--- src/rtl/rf_write_scheduler_pkg.sv ---
// Shared constants for the register-file write scheduler:
// requester indices, requester count and regfile address width.
package rf_write_scheduler_pkg;

    localparam int NREQ = 3;
    localparam int AW   = 3;

    localparam int REQ_ALU  = 0;
    localparam int REQ_LOAD = 1;
    localparam int REQ_LINK = 2;

    typedef logic [1:0]    req_idx_t;
    typedef logic [AW-1:0] rf_addr_t;

    // Round-robin successor of a granted index.
    function automatic req_idx_t next_ptr(input req_idx_t g);
        return (g == req_idx_t'(REQ_LINK)) ? req_idx_t'(REQ_ALU) : g + 2'd1;
    endfunction

endpackage

--- src/rtl/rr_arbiter3.sv ---
// Three-way round-robin arbiter: scans from ptr_i upward (mod 3)
// and grants the first valid requester when enabled.
module rr_arbiter3
    import rf_write_scheduler_pkg::*;
(
    input  logic [NREQ-1:0] valid_i,
    input  req_idx_t        ptr_i,
    input  logic            enable_i,
    output logic [NREQ-1:0] grant_o,
    output req_idx_t        idx_o,
    output logic            any_o
);

    logic [2:0] sum;
    req_idx_t   cand;

    always_comb begin
        grant_o = '0;
        idx_o   = '0;
        any_o   = 1'b0;
        sum     = '0;
        cand    = '0;
        if (enable_i) begin
            for (int k = 0; k < NREQ; k++) begin
                sum  = {1'b0, ptr_i} + 3'(k);
                cand = (sum >= 3'd3) ? req_idx_t'(sum - 3'd3) : req_idx_t'(sum);
                if (!any_o && valid_i[cand]) begin
                    any_o         = 1'b1;
                    idx_o         = cand;
                    grant_o[cand] = 1'b1;
                end
            end
        end
    end

endmodule

--- src/rtl/rf_write_scheduler.sv ---
// Arbitrates the single regfile write port between ALU, LOAD and LINK
// writeback, drives a registered write and flags read-after-write hazards.
module rf_write_scheduler
    import rf_write_scheduler_pkg::*;
#(
    parameter int W = 8
) (
    input  logic              clk,
    input  logic              reset,
    input  logic              hold,
    input  logic [NREQ-1:0]   req_valid,
    input  logic [NREQ*AW-1:0] req_addr,
    input  logic [NREQ*W-1:0] req_data,
    output logic [NREQ-1:0]   req_ready,
    input  logic [AW-1:0]     adr_src1,
    input  logic [AW-1:0]     adr_src2,
    output logic              hz_src1,
    output logic              hz_src2,
    output logic [W-1:0]      DATA_in,
    output logic [AW-1:0]     adr_dst,
    output logic              write_enable
);

    req_idx_t      rr_ptr_q, rr_ptr_d;
    logic          we_q, we_d;
    rf_addr_t      adr_q, adr_d;
    logic [W-1:0]  data_q, data_d;
    req_idx_t      gnt_idx;
    logic          gnt_any;

    // Ready is forced low while reset is asserted.
    rr_arbiter3 u_arb (
        .valid_i  (req_valid),
        .ptr_i    (rr_ptr_q),
        .enable_i (~hold & reset),
        .grant_o  (req_ready),
        .idx_o    (gnt_idx),
        .any_o    (gnt_any)
    );

    always_comb begin
        rr_ptr_d = rr_ptr_q;
        we_d     = 1'b0;
        adr_d    = adr_q;
        data_d   = data_q;
        if (gnt_any) begin
            rr_ptr_d = next_ptr(gnt_idx);
            we_d     = 1'b1;
            adr_d    = req_addr[gnt_idx*AW +: AW];
            data_d   = req_data[gnt_idx*W +: W];
        end
    end

    always_ff @(posedge clk or negedge reset) begin
        if (!reset) begin
            rr_ptr_q <= '0;
            we_q     <= 1'b0;
            adr_q    <= '0;
            data_q   <= '0;
        end else begin
            rr_ptr_q <= rr_ptr_d;
            we_q     <= we_d;
            adr_q    <= adr_d;
            data_q   <= data_d;
        end
    end

    assign write_enable = we_q;
    assign adr_dst      = adr_q;
    assign DATA_in      = data_q;

    always_comb begin
        hz_src1 = we_q & (adr_q == adr_src1);
        hz_src2 = we_q & (adr_q == adr_src2);
        for (int i = 0; i < NREQ; i++) begin
            hz_src1 |= req_valid[i] & (req_addr[i*AW +: AW] == adr_src1);
            hz_src2 |= req_valid[i] & (req_addr[i*AW +: AW] == adr_src2);
        end
    end

endmodule

--- config.mk ---
export PLATFORM = sky130hd
export DESIGN_NAME = rf_write_scheduler
export DESIGN_NICKNAME = d
export VERILOG_FILES = /design/src/rtl/rf_write_scheduler_pkg.sv /design/src/rtl/rr_arbiter3.sv /design/src/rtl/rf_write_scheduler.sv
export SDC_FILE = /design/constraint.sdc
export NUM_CORES = 1
export LEC_CHECK = 0
export CORE_UTILIZATION = 44
export DETAILED_ROUTE_END_ITERATION = 8
export PLACE_DENSITY_LB_ADDON = 0.2
export SLEW_MARGIN = 0
export SYNTH_ARGS = -nofsm -noshare
export SYNTH_HDL_FRONTEND = slang
export SYNTH_HIERARCHICAL = 1
export SYNTH_SLANG_ARGS = --single-unit
export TNS_END_PERCENT = 1
--- constraint.sdc ---
create_clock -name clk -period 3.15 [get_ports clk]
set_clock_uncertainty 0.05 [all_clocks]
set_input_delay 0.4725 -clock clk [delete_from_list [all_inputs] [get_ports clk]]
set_output_delay 0.4725 -clock clk [all_outputs]
set_load 0.01 [all_outputs]
-- Yosys cells after proc, flatten, opt, wreduce, memory -nomap -nowiden
Index checks and enable logic that the tools add are counted.
- register bits: 14
- bits of input ports: 45
- output and inout bits: 17
- logic and storage cells: 89
- add/sub/neg operators: 6
- multipliers: 1
- $lt $le $gt $ge: 9
- equality and inequality tests: 9
- shifts and indexed selects: 2
- multiplexer cells: 33
- bitwise operators: 18
- reductions and logical operators: 7
- operator list (kind ; count):
    == test 3 bit ; 8
    indexed part select 24 x 6 -> 8 bit ; 1
    2-to-1 mux 3 bit ; 6
    2-to-1 mux 2 bit ; 8
    2-to-1 mux 1 bit ; 13
    AND 1 bit ; 9
    less-than comparator 2 x 3 -> 1 bit, second input constant ; 3
    indexed part select 9 x 5 -> 3 bit ; 1
    binary-select mux 1 bit (select 2 bit) ; 3
    demux 1 bit (select 2 bit) ; 3
    >= comparator 2 x 1 -> 1 bit, second input constant ; 3
    >= comparator 3 x 2 -> 1 bit, second input constant ; 2
    OR 1 bit ; 6
    OR 3 bit ; 2
    subtractor 2 bit, second input constant ; 3
    logical AND 1 bit ; 5
    multiplier 2 x 2 -> 4 bit, second input constant ; 1
    adder 2 x 1 -> 3 bit, second input constant ; 1
    adder 2 x 2 -> 3 bit, second input constant ; 1
    adder 2 x 1 -> 2 bit, second input constant ; 1
    == test 2 bit, second input constant ; 1
    >= comparator 2 bit, second input constant ; 1
    logical NOT 1 bit ; 2
    NOT 1 bit ; 1

-- Longest topological paths before layout
Gate-level depths: netlist (run 1).
- depth in word-level cells: 16
- gate-level depth with buffers: 12
- mapped depth without buffers: 9

-- By module
Netlist (run 1), hierarchy kept.
- by module, submodules not included (module ; instances ; cells an instance ; area an instance (µm²) ; sequential area each (µm²)):
    rf_write_scheduler ; 1 ; 117 ; 1039.7 ; 350.3
    rr_arbiter3 ; 1 ; 69 ; 519.2 ; 0.0

-- Worst setup path after synthesis (run 1)
No wires, ideal clock.
- kind: flip-flop to flip-flop
- start point: reg rr_ptr_q[0]
- end point: reg rr_ptr_q[1]
- setup time: 0.125 ns
- arrival: 2.125 ns
- data required time: 2.975 ns
- setup slack: 0.851 ns
- cell stages (with the launch flop): 10
- path buffers: 1
- clock period less this slack: 2.299 ns
- cell sequence: dfrtp_1 inv_1 ha_1 and4bb_2 o21ai_1 a21o_1 o211a_1 and2b_1 buf_2 mux2_2
- word-level cells in the longest chain between the ends: 16
- elaborated cells on any way between the ends: 34
- those cells by class: 6 x add/sub; 3 x order compare; 1 x eq/ne; 20 x mux; 4 x reduce/logical
- ends and longest elaborated chain (what ; line ; text):
    start: declaration ; rf_write_scheduler.sv:24 ; req_idx_t rr_ptr_q, rr_ptr_d;
    start signal: assignment ; rf_write_scheduler.sv:61 ; rr_ptr_q <= rr_ptr_d;
    parallel branches: the longest is 12 deep, another holds adder 2 x 1 -> 3 bit ; n/a ;
    2-to-1 mux 2 bit * ; rr_arbiter3.sv:27 ; if (!any_o && valid_i[cand]) begin
    2-to-1 mux 2 bit * ; rr_arbiter3.sv:23 ; if (enable_i) begin
    net gnt_idx[1] ; rf_write_scheduler.sv:28 ; req_idx_t gnt_idx;
    adder 2 x 1 -> 2 bit or == test 2 bit (tied branches) ; rf_write_scheduler_pkg.sv:17 ; return (g == req_idx_t'(REQ_LINK)) ? req_idx_t'(REQ_ALU) : g + 2'd1;
    2-to-1 mux 2 bit * ; rf_write_scheduler_pkg.sv:17 ;
Mark *: on every way through the listed nets, which the timed path passes. The select of a mux whose other input is x is not followed.
A chain may end at the register's enable or synchronous reset.

-- Final worst setup path (run 1)
- start point: reg rr_ptr_q[0]
- end point: out req_ready[1]
- word-level cells in the longest chain between the ends: 14
- elaborated cells on any way between the ends: 48
- those cells by class: 5 x add/sub; 9 x order compare; 25 x mux; 2 x bitwise; 7 x reduce/logical
- ends and longest elaborated chain (what ; line ; text):
    parallel branches: the longest is 12 deep, another holds adder 2 x 1 -> 3 bit ; n/a ;
    2-to-1 mux 3 bit * ; rr_arbiter3.sv:27 ;
    2-to-1 mux 3 bit * ; rr_arbiter3.sv:23 ;
    end: declaration ; rf_write_scheduler.sv:14 ; output logic [NREQ-1:0] req_ready,
Mark *: on every way between the ends. The select of a mux whose other input is x is not followed.

==> results of run 1 <==
-- final cells by class --
| type | instances | area (µm²) | share of cell area [%] |
|---|---|---|---|
| Clock buffer | 4 | 36.3 | 1.63 |
| Timing Repair Buffer | 70 | 683 | 30.7 |
| Sequential cell | 14 | 350 | 15.7 |
| Tap cell | 46 | 57.6 | 2.59 |
| Inverter | 5 | 18.8 | 0.843 |
| Multi-Input combinational cell | 149 | 1080 | 48.5 |
-- cells by family (layout without fill, tap and decap cells) --
group           count (synthesis)  after routing  synth area share (%)
compound gates                 41             41                  18.9
flops                          14             14                  22.5
buf+inv                        23             79                  8.83
mux                            14             14                  9.15
simple gates                   64             64                  22.7
xor+xnor                       24             24                  13.5
fa+ha+maj                       6              6                  4.49
-- state kept, by name, summed over array words and instances (netlist names) --
signal        count
DATA_in           8
adr_dst           3
rr_ptr_q          2
write_enable      1
-- layer usage --
metal / vias to the layer above / global-route usage, % / part of all wire (%)
met1: 716 / 28.2 / 45
met5: - / 0 / 0
li1: 762 / - / -
met2: 45 / 38.4 / 49
met3: 4 / 2.94 / 4.6
met4: 0 / 4.76 / 0.62
-- path summary, 6_finish.rpt --
kind | end | cells past startpoint
min reg2reg | DATA_in[2] | 2
min in group clk | DATA_in[2] | 2
max reg2reg | adr_dst[2] | 11
min | DATA_in[5] | 2
max in group asynchronous | adr_dst[2] | 2
max | req_ready[1] | 8
-- power by group through the flow --
stage          combinational (mW)  sequential, mW  clock (mW)
2_1_floorplan               0.368           0.310           0
3_3_place_gp                0.616           0.294           0
3_5_place_dp                0.628           0.291           0
4_1_cts                     0.631           0.290       0.131
5_1_grt                     0.684           0.299       0.138
6_report                    0.630           0.290       0.128
-- stage by stage --
step                      hold slack (ns)  cell area, µm²
after CTS                           0.472            2220
after global placement              0.478            2180
after floorplan                     0.127            1560
after global routing                0.485            2230
after detailed placement            0.482            2180
final                               0.465            2230
-- layout by cell type (no fill, tap or decap), types with 2 or more instances in the layout --
cell             instances
and4bb_2                 2
a31oi_1                  9
a21boi_0                 3
nand3_1                  2
o21ai_0                  4
dlymetal6s2s_1           2
xnor2_1                 24
o21ai_1                  3
nor2_1                  18
ha_1                     2
dfrtp_1                 14
nor3b_1                  3
ha_2                     2
or2_0                    6
nand2_1                 11
mux2i_1                 12
o211ai_1                 2
a21oi_1                  8
mux2_2                   2
or2_2                    2
nand4_1                 11
clkbuf_4                 3
a2bb2oi_1                3
maj3_1                   2
clkdlybuf4s50_1         59
buf_4                    9
inv_1                    5
-- worst reg2reg max path, cell delays in order, from the launching register on --
cell       delay, ns
dfrtp_1         0.42
inv_1           0.10
ha_2            0.33
buf_4           0.20
and4bb_2        0.25
o21ai_1         0.17
a21o_1          0.13
o211a_1         0.25
buf_4           0.20
mux2i_1         0.21
a2bb2oi_1       0.17
a21oi_1         0.08
-- what timing repair did --
item | 4_1_cts | 5_1_grt
endpoints found under the setup margin | 2 | 3
resized for setup | 1 | 3
hold buffers | 0 | 0
-- synthesized netlist by cell type (2+ instances only) --
cell and count:
ha_1 4, a21boi_0 3, clkbuf_1 9, or2_0 6, nor3b_1 3, nand4_1 11
and4bb_2 2, inv_1 5, xnor2_1 24, o211ai_1 2, a2bb2oi_1 3, or2_2 2
buf_4 2, nand2_1 11, mux2_2 2, dfrtp_1 14, a21oi_1 9, o21ai_0 4
a31oi_1 9, nand3_1 2, buf_6 3, maj3_1 2, nor2_1 18, mux2i_1 12
clkbuf_8 2, o21ai_1 3
==> out/metrics.csv, run 1 <==
stage;metric;value;unit
global_routing;GR Overflow Total;0;
sta;Worst Tran Pin Value;0.462;ns
route;DRC Markers;0;
critical_path;slowest CP cell;clkdlybuf4s50_1;
power;Net Sw Frac;38.2;%
place;placed insts;284;
die;die span in x;61.5;µm
die;Die Height;61.5;µm
place;hpwl dp;3140;µm
critical_path;crit path max fanout;11;
final_layout;ANT cells;0;
synthesis;synth warn;6;
power;Clock Power Share;12.2;%
sta;Slew headroom;69.1;%
power;Power, Total;1.05;mW
status;run status;finished clean;
die;core area;0.00336;mm²
sta;final setup fails;0;
die;die area;0.00379;mm²
power;P_sw;0.401;mW
job;# Max-Cap Violations;0;
synthesis;Post-synth EDFFs;0;
power;internal power;0.648;mW
route;drt first pass iters;4;
clock_network;CTS Sinks;14;
sta;Setup TNS;0;ns
sta;RSZ-0062 raised after global routing;false;
global_routing;Total GRT Usage;21.8;%
critical_path;Worst path top cell family by delay;buffers and inverters;
synthesis;Seq cells post-synth;14;
route;DR iter-0 viols;87;
place;Placer Congestion;0.882;
critical_path;WP buf/inv;3;
critical_path;CP startpoint;rr_ptr_q[0];
power;Comb power frac;60.1;%
synthesis;Mapped Cells;186;
place;IO buf count;61;
sta;maximum clock frequency;336;MHz
clock_network;CTS Buf Count;3;
global_routing;largest net degree at the start of global routing;20;
min_path;HP Class;input port to asynchronous set/reset pin;
synthesis;Seq/Total Area, Yosys;22.5;%
synthesis;Syn Nets;235;
synthesis;Synth Area per Inst;8.38;µm²
die;IO Pins;62;
clock_network;clk buf depth;2;
die;initial core utilization;46.4;%
critical_path;Critical Path End Type;output port;
power;peak supply drop;0.000338;V
final_layout;ratio of cells with drive above 1 in the final layout;11.6;%
die;Row Count;21;
final_layout;P&R area growth vs syn;42.8;%
sta;minimum clock period;2.98;ns
route;average wire per standard cell;13.5;µm
clock_network;worst skew pair latency;0.27;ns
power;sequential power share;27.7;%
critical_path;Crit Path Class;flop to output port;
synthesis;Post-synth ARST share;100;%
critical_path;R2R Setup Slk;0.48;ns
critical_path;WP data required;2.63;ns
critical_path;CP max stage delay;0.47;ns
synthesis;top post-synthesis cells by area;dfrtp_1, xnor2_1, mux2i_1, nand4_1, nor2_1;
power;pwr dens;471;mW/mm²
synthesis;leading area contributor after synthesis;dfrtp_1;
clock_network;CTS root buf;clkbuf_4;
place;pre-CTS WS;0.212;ns
synthesis;share of the synthesized area in the top cell type;22.5;%
sta;Fin. Hold Viols;0;
synthesis;Primary FF master, synth;dfrtp_1;
critical_path;crit start category;flop;
sta;Tcrit/Tclk final;94.5;%
global_routing;vias in the first global route;1430;
clock_network;CTS tree;yes;
synthesis;Synth cell types;45;
final_layout;filler cell count;314;
route;DR vias;1527;
clock_network;clock-pin slew on the worst setup and hold paths;0.09;ns
route;post-detailed-route count of antenna-violating nets;0;
critical_path;CP Cell Sequence;inv_1, ha_2, buf_4, and4bb_2, o21ai_1, a21boi_1, o21a_1, clkdlybuf4s50_1;
sta;Final Max Slew Viols;0;
global_routing;first-pass GRT wire length;6270;µm
sta;worst setup margin;0.172;ns
route;total detailed-routing wirelength;3890;µm
route;DR vias/cell;5.30;
critical_path;RR Startpoint;rr_ptr_q[0];
clock_network;CTS H-tree depth;1;
synthesis;Cell Area, Synth;0.00156;mm²
clock_network;setup repair bufs after CTS;0;
final_layout;final cell count without fillers;288;
final_layout;final core utilization;66.2;%
global_routing;initial antenna violation count;0;
critical_path;Worst EP arrival;2.46;ns
power;Lkg Pwr;0.844;nW
final_layout;final net count;292;
No activity file was read; power rests on OpenSTA's default activity.
==> run 2, diff against run 1 <==
--- a/config.mk
+++ b/config.mk
@@ -5,6 +5,8 @@
 export SDC_FILE = /design/constraint.sdc
 export NUM_CORES = 1
 export LEC_CHECK = 0
+export ABC_AREA = 1
+export ABC_CLOCK_PERIOD_IN_PS = 3150
 export CORE_UTILIZATION = 44
 export DETAILED_ROUTE_END_ITERATION = 8
 export PLACE_DENSITY_LB_ADDON = 0.2
==> run 2 against run 1 <==
Compared with the run above: sequential power is 13% higher; non-clock buffer count fell by 5; highest routed layer unchanged; critical endpoint is now req_ready[2]; count of clock-buffer cells in the layout decreased by 1; clock power fell by 23%; worst setup slack gained 0.051 ns; register-to-register slack improved by 0.15 ns; global-route usage is 1.1 points higher; cell area up 2.8%; worst hold slack worse by 0.030 ns; final cell count up 34%; sequential cell count unchanged; wire length increased by 7.0%.
==> out/metrics.csv, run 2 <==
stage;metric;value;unit;change
power;Lkg Pwr;1.15;nW;+37%
critical_path;crit path max fanout;9;;-2
final_layout;register area;350;µm²;unchanged
power;Net Sw Frac;49.0;%;+11 points
sta;maximum clock frequency;342;MHz;+1.8%
final_layout;filler cell count;330;;+5.1%
power;P_sw;0.774;mW;+93%
route;drt first pass iters;4;;unchanged
sta;RSZ-0062 raised after global routing;false;;
sta;Slew headroom;67.8;%;-1.3 points
die;die span in x;62.3;µm;+1.3%
route;DR iter-0 viols;124;;+43%
final_layout;most frequent cells in the layout;nand2_1, clkdlybuf4s50_1, inv_1;;
critical_path;CP max stage delay;0.54;ns;+0.07 ns
power;Clock Power Share;6.2;%;-6.0 points
critical_path;Worst EP arrival;2.40;ns;-0.06 ns
job;# Max-Cap Violations;0;;unchanged
global_routing;initial antenna violation count;0;;unchanged
synthesis;Primary FF master, synth;dfrtp_1;;
clock_network;CTS root buf;clkbuf_4;;
sta;minimum clock period;2.93;ns;-0.0513 ns
place;IO buf count;61;;unchanged
min_path;HP Class;flop to flop;;
final_layout;P&R area growth vs syn;42.8;%;about the same
sta;Worst Tran Pin Value;0.482;ns;+0.0200 ns
clock_network;worst skew pair latency;0.28;ns;about the same
route;DR vias/cell;4.77;;-10%
synthesis;Seq cells post-synth;14;;unchanged
global_routing;Total GRT Usage;22.9;%;+1.1 points
power;peak supply drop;0.000380;V;+13%
synthesis;Synth cell types;29;;-36%
power;Comb power frac;73.0;%;+13 points
place;hpwl dp;3440;µm;+9.6%
final_layout;final net count;391;;+34%
global_routing;first-pass GRT wire length;7370;µm;+18%
route;average wire per standard cell;10.8;µm;-20%
final_layout;max FFs per register;8;;unchanged
clock_network;CTS H-tree depth;1;;unchanged
clock_network;CTS Sinks;14;;unchanged
place;pre-CTS WS;0.419;ns;+0.207 ns
sta;worst setup margin;0.223;ns;+0.0513 ns
power;pwr dens;691;mW/mm²;+47%
clock_network;CTS tree;yes;;
power;internal power;0.806;mW;+24%
sta;Setup TNS;0;ns;unchanged
critical_path;WP data required;2.63;ns;about the same
die;Row Count;21;;unchanged
clock_network;clock-pin slew on the worst setup and hold paths;0.08;ns;about the same
synthesis;Post-synth EDFFs;0;;unchanged
clock_network;CTS Buf Count;3;;unchanged
synthesis;Syn Nets;326;;+39%
route;DR vias;1841;;+21%
synthesis;Cell Area, Synth;0.00160;mm²;+2.7%
sta;final setup fails;0;;unchanged
synthesis;share of the synthesized area in the top cell type;25.3;%;+2.8 points
clock_network;setup repair bufs after CTS;0;;unchanged
die;Die Height;62.3;µm;+1.3%
synthesis;synth warn;6;;unchanged
status;run status;finished clean;;
die;initial core utilization;46.9;%;+0.53 points
global_routing;GR Overflow Total;0;;unchanged
final_layout;ratio of cells with drive above 1 in the final layout;10.6;%;-0.98 points
die;IO Pins;62;;unchanged
final_layout;ANT cells;0;;unchanged
clock_network;post-cts gate resize count;0;;-1
synthesis;count leader, synth;nand2_1;;
sta;Final Max Slew Viols;0;;unchanged
critical_path;CP Cell Sequence;inv_1, ha_2, inv_2, nand2_1, nand3_1, nand2_1, nand4_1, a21oi_1, clkdlybuf4s50_1;;
route;DRC Markers;0;;unchanged
critical_path;Worst path most repeated cell;nand2_1;;
sta;Fin. Hold Viols;0;;unchanged
synthesis;leading area contributor after synthesis;nand2_1;;
clock_network;clk buf depth;2;;unchanged
synthesis;Post-synth top cells;nand2_1, inv_1, nand3_1, nor2_1, dfrtp_1;;
place;Placer Congestion;0.864;;-2.1%
synthesis;Post-synth ARST share;100;%;unchanged
critical_path;Critical Path End Type;output port;;
die;die area;0.00389;mm²;+2.6%
route;post-detailed-route count of antenna-violating nets;0;;unchanged
global_routing;vias in the first global route;1724;;+21%
sta;Tcrit/Tclk final;92.9;%;-1.6 points
synthesis;Seq/Total Area, Yosys;21.9;%;-0.60 points
synthesis;Mapped Cells;277;;+49%
global_routing;largest net degree at the start of global routing;17;;-15%
final_layout;most common cell after layout, fill and taps aside;nand2_1;;
final_layout;Multi-input gate area;0.00104;mm²;-3.7%
clock_network;Hold Buf Count CTS;0;;unchanged
route;total detailed-routing wirelength;4160;µm;+7.0%
synthesis;top post-synthesis cells by area;nand2_1, dfrtp_1, inv_1, nand3_1, nor2_1;;
power;sequential power share;20.8;%;-6.9 points
synthesis;Synth Area per Inst;5.78;µm²;-31%
die;core area;0.00342;mm²;+1.6%
critical_path;Crit Path Class;flop to output port;;
critical_path;slowest CP cell;clkdlybuf4s50_1;;
critical_path;crit start category;flop;;
run 2: worst paths after layout:
| path | start | to | slack (ns) | cells past startpoint |
|---|---|---|---|---|
| max in group asynchronous | reset | adr_dst[2] | 2.39 | 2 |
| min in group asynchronous | reset | rr_ptr_q[1] | 0.49 | 2 |
| max reg2reg | rr_ptr_q[0] | DATA_in[3] | 0.63 | 17 |
| min reg2reg | DATA_in[3] | DATA_in[3] | 0.44 | 2 |
| max | rr_ptr_q[0] | req_ready[2] | 0.22 | 9 |
| min | DATA_in[3] | DATA_in[3] | 0.44 | 2 |
run 2: kinds of logic after synthesis:
logic type                 synth area share, %
AOI/OAI and AO/OA                         16.2
buffers and inverters                     13.4
adders and majority gates                 3.13
DFF                                       21.9
and+or+nand+nor                           45.5
run 2: critical path, delay by kind of cell, from the launching register on:
kind / cells / cell delay (ns)
AND/OR/NAND/NOR: 4 / 0.43
flip-flops: 1 / 0.41
adder cells (fa/ha/maj): 1 / 0.42
buffers and inverters: 3 / 0.71
AO/OA/AOI/OAI: 1 / 0.16
run 2: final cells by class:
class,instances,share of cell area [%]
tap,46,2.52
timing repair buffer,65,28.0
multi-input combinational,212,45.5
clock buffer,3,0.985
sequential,14,15.3
inverter,46,7.71
run 2: per-stage QoR:
stage / cell area (µm²) / hold WS (ns) / power [mW] / utilization [%] / instances
global route: 2290 / 0.481 / 1.74 / 67.0 / 386
floorplan: 1600 / 0.127 / 1.11 / - / 277
CTS: 2280 / 0.443 / 1.58 / 66.9 / 386
detailed placement: 2260 / 0.426 / 1.48 / 66.2 / 383
global placement: 2260 / 0.411 / 1.46 / 66.2 / 383
finish: 2290 / 0.436 / 1.58 / 67.0 / 386
run 2: metal layers:
layer  share of wire, %  up-vias  track usage [%]
met5                  0        -                0
met4               0.55        0             3.78
met3                5.5        4             4.60
met2                 48       55             38.7
met1                 46      792             30.4
li1                   -      990                -
run 2: power groups by stage:
| stage | Clock (mW) | Combinational [mW] | Sequential [mW] |
|---|---|---|---|
| 6_report | 0.0984 | 1.15 | 0.329 |
| 5_1_grt | 0.109 | 1.29 | 0.342 |
| 4_1_cts | 0.101 | 1.15 | 0.330 |
| 3_5_place_dp | 0 | 1.15 | 0.332 |
| 3_3_place_gp | 0 | 1.13 | 0.329 |
| 2_1_floorplan | 0 | 0.757 | 0.356 |
==> run 3, diff against run 2 <==
--- a/config.mk
+++ b/config.mk
@@ -9,7 +9,7 @@
 export ABC_CLOCK_PERIOD_IN_PS = 3150
 export CORE_UTILIZATION = 44
 export DETAILED_ROUTE_END_ITERATION = 8
-export PLACE_DENSITY_LB_ADDON = 0.2
+export PLACE_DENSITY = 0.88
 export SLEW_MARGIN = 0
 export SYNTH_ARGS = -nofsm -noshare
 export SYNTH_HDL_FRONTEND = slang
==> run 3 against run 2 <==
Compared with the run above: wire length grew 3.0%; global-route usage grew 0.38 points; clock power is 1% higher; worst setup slack lost 0.035 ns; sequential share of layout area hardly changed; non-clock buffer count unchanged; critical path depth unchanged; sequential cell count is the same; cell area grew 0.11%; fmax fell by 1.2%; worst hold slack gained 0.00058 ns; count of clock-buffer cells in the layout is the same; critical endpoint is now req_ready[1]; largest power group unchanged; highest routed layer unchanged.
==> out/metrics.csv, run 3 (synthesis results as in run 2) <==
stage;metric;value;unit;change
route;DR vias/cell;4.89;;+2.5%
min_path;hold path depth;2;;unchanged
min_path;HP Class;flop to flop;;
critical_path;capture point of the worst reg-to-reg path;DATA_in[1];;
die;Die Height;62.3;µm;unchanged
global_routing;initial antenna violation count;0;;unchanged
die;Row Count;21;;unchanged
critical_path;RR Startpoint;rr_ptr_q[0];;
power;Lkg Pwr;1.15;nW;about the same
route;drt first pass iters;4;;unchanged
sta;maximum clock frequency;338;MHz;-1.2%
route;met3 routed WL;273;µm;+19%
clock_network;clk buf depth;2;;unchanged
route;DR iter-0 viols;139;;+12%
global_routing;vias in the first global route;1714;;-0.58%
clock_network;CTS Buf Count;3;;unchanged
sta;Final Max Slew Viols;0;;unchanged
clock_network;worst skew pair latency;0.28;ns;about the same
power;pwr dens;697;mW/mm²;+0.85%
global_routing;first-pass GRT wire length;7360;µm;-0.19%
clock_network;CTS tree;yes;;
critical_path;Critical Path End Type;output port;;
final_layout;most frequent cells in the layout;nand2_1, clkdlybuf4s50_1, inv_1;;
global_routing;Total GRT Usage;23.3;%;+0.38 points
place;hpwl dp;3480;µm;+1.2%
critical_path;crit path max fanout;9;;unchanged
sta;Fin. Hold Viols;0;;unchanged
sta;Slew headroom;80.4;%;+13 points
final_layout;final net count;391;;unchanged
power;peak supply drop;0.000395;V;+3.9%
sta;Tcrit/Tclk final;94.0;%;+1.1 points
clock_network;CTS root buf;clkbuf_4;;
final_layout;most common cell after layout, fill and taps aside;nand2_1;;
min_path;Hold Path End;DATA_in[3];;
place;IO buf count;61;;unchanged
critical_path;R2R Setup Slk;0.65;ns;+0.02 ns
route;post-detailed-route count of antenna-violating nets;0;;unchanged
die;die area;0.00389;mm²;unchanged
final_layout;ANT cells;0;;unchanged
route;DRC Markers;0;;unchanged
sta;final setup fails;0;;unchanged
global_routing;GR Overflow Total;0;;unchanged
route;DR vias;1887;;+2.5%
clock_network;CTS H-tree depth;1;;unchanged
final_layout;final core utilization;67.0;%;+0.073 points
critical_path;CP startpoint;rr_ptr_q[0];;
clock_network;Hold Buf Count CTS;0;;unchanged
critical_path;WP data required;2.63;ns;about the same
die;die span in x;62.3;µm;unchanged
final_layout;P&R area growth vs syn;43.0;%;
sta;Worst Tran Pin Value;0.294;ns;-0.188 ns
sta;minimum clock period;2.96;ns;+0.0348 ns
critical_path;Crit Path Class;flop to output port;;
die;IO Pins;62;;unchanged
place;placed insts;383;;unchanged
job;# Max-Cap Violations;0;;unchanged
critical_path;r2r worst-path depth;17;;unchanged
global_routing;largest net degree at the start of global routing;15;;-2
clock_network;clock-pin slew on the worst setup and hold paths;0.08;ns;about the same
die;core area;0.00342;mm²;unchanged
sta;Setup TNS;0;ns;unchanged
route;total detailed-routing wirelength;4280;µm;+3.0%
final_layout;final cell count without fillers;386;;unchanged
final_layout;max FFs per register;8;;unchanged
sta;RSZ-0062 raised after global routing;false;;
critical_path;Worst EP arrival;2.44;ns;+0.04 ns
die;initial core utilization;46.9;%;unchanged
min_path;hold_sp;DATA_in[3];;
power;Power, Total;1.60;mW;+0.97%
critical_path;crit start category;flop;;
final_layout;ratio of cells with drive above 1 in the final layout;10.9;%;+0.29 points
sta;Min Hold Slack;0.436;ns;+0.000576 ns
route;met1 WL;1960;µm;+2.4%
route;max layer used;met4;;
route;met2 WL;2030;µm;+1.8%
route;average wire per standard cell;11.1;µm;+3.0%
status;run status;finished clean;;
clock_network;CTS Sinks;14;;unchanged
place;Placer Congestion;0.951;;+10%
-- run 3: cell types whose count changed in the layout (fill, tap and decap cells not counted) --
| cell | previous run | this run |
|---|---|---|
| ha_2 | 1 | 2 |
| ha_1 | 3 | 2 |
-- run 3: per-stage QoR --
step | setup WS [ns] | cell area (µm²)
floorplan | 0.901 | 1600
CTS | 0.147 | 2280
finish | 0.189 | 2290
detailed placement | 0.383 | 2260
global route | 0.0249 | 2290
global placement | 0.470 | 2260
-- run 3: worst max path at each step --
stage	slack (ns)	end	cells after the start
after floorplan	0.90	DATA_in[0]	12
after global placement	0.47	req_ready[2]	8
after detailed placement	0.38	req_ready[1]	10
after CTS	0.15	req_ready[1]	9
after global routing	0.02	req_ready[0]	11
final	0.19	req_ready[1]	9
-- run 3: worst max-delay path, cell delays in order (launching register included) --
cell	delay (ns)
dfrtp_1	0.41
inv_1	0.08
ha_2	0.42
inv_2	0.08
nand2_1	0.06
nand3_1	0.08
nand2_1	0.17
nand4_1	0.12
a21oi_1	0.18
clkdlybuf4s50_1	0.55
-- run 3: final cells by class --
class	count	area [µm²]
inverters	46	176
flip-flops and latches	14	350
clock buffers	3	22.5
well taps	46	57.6
fillers	315	1130
repair buffers	65	641
multi-input cells	212	1040
-- run 3: routing by layer --
| metal | vias up | track usage (%) |
|---|---|---|
| met4 | 0 | 6.40 |
| met2 | 63 | 38.3 |
| met1 | 829 | 31.3 |
| met5 | - | 0 |
| met3 | 4 | 3.86 |
| li1 | 991 | - |
-- run 3: what timing repair did --
item	CTS	global route
buffers inserted	0	0
endpoints found under the setup margin	0	3
resized for setup	0	2
-- run 3: power breakdown --
group	switching [mW]	total, mW	internal (mW)
logic	0.663	1.17	0.502
clock network	0.0552	0.0995	0.0443
registers	0.0672	0.331	0.264
total	0.785	1.60	0.811
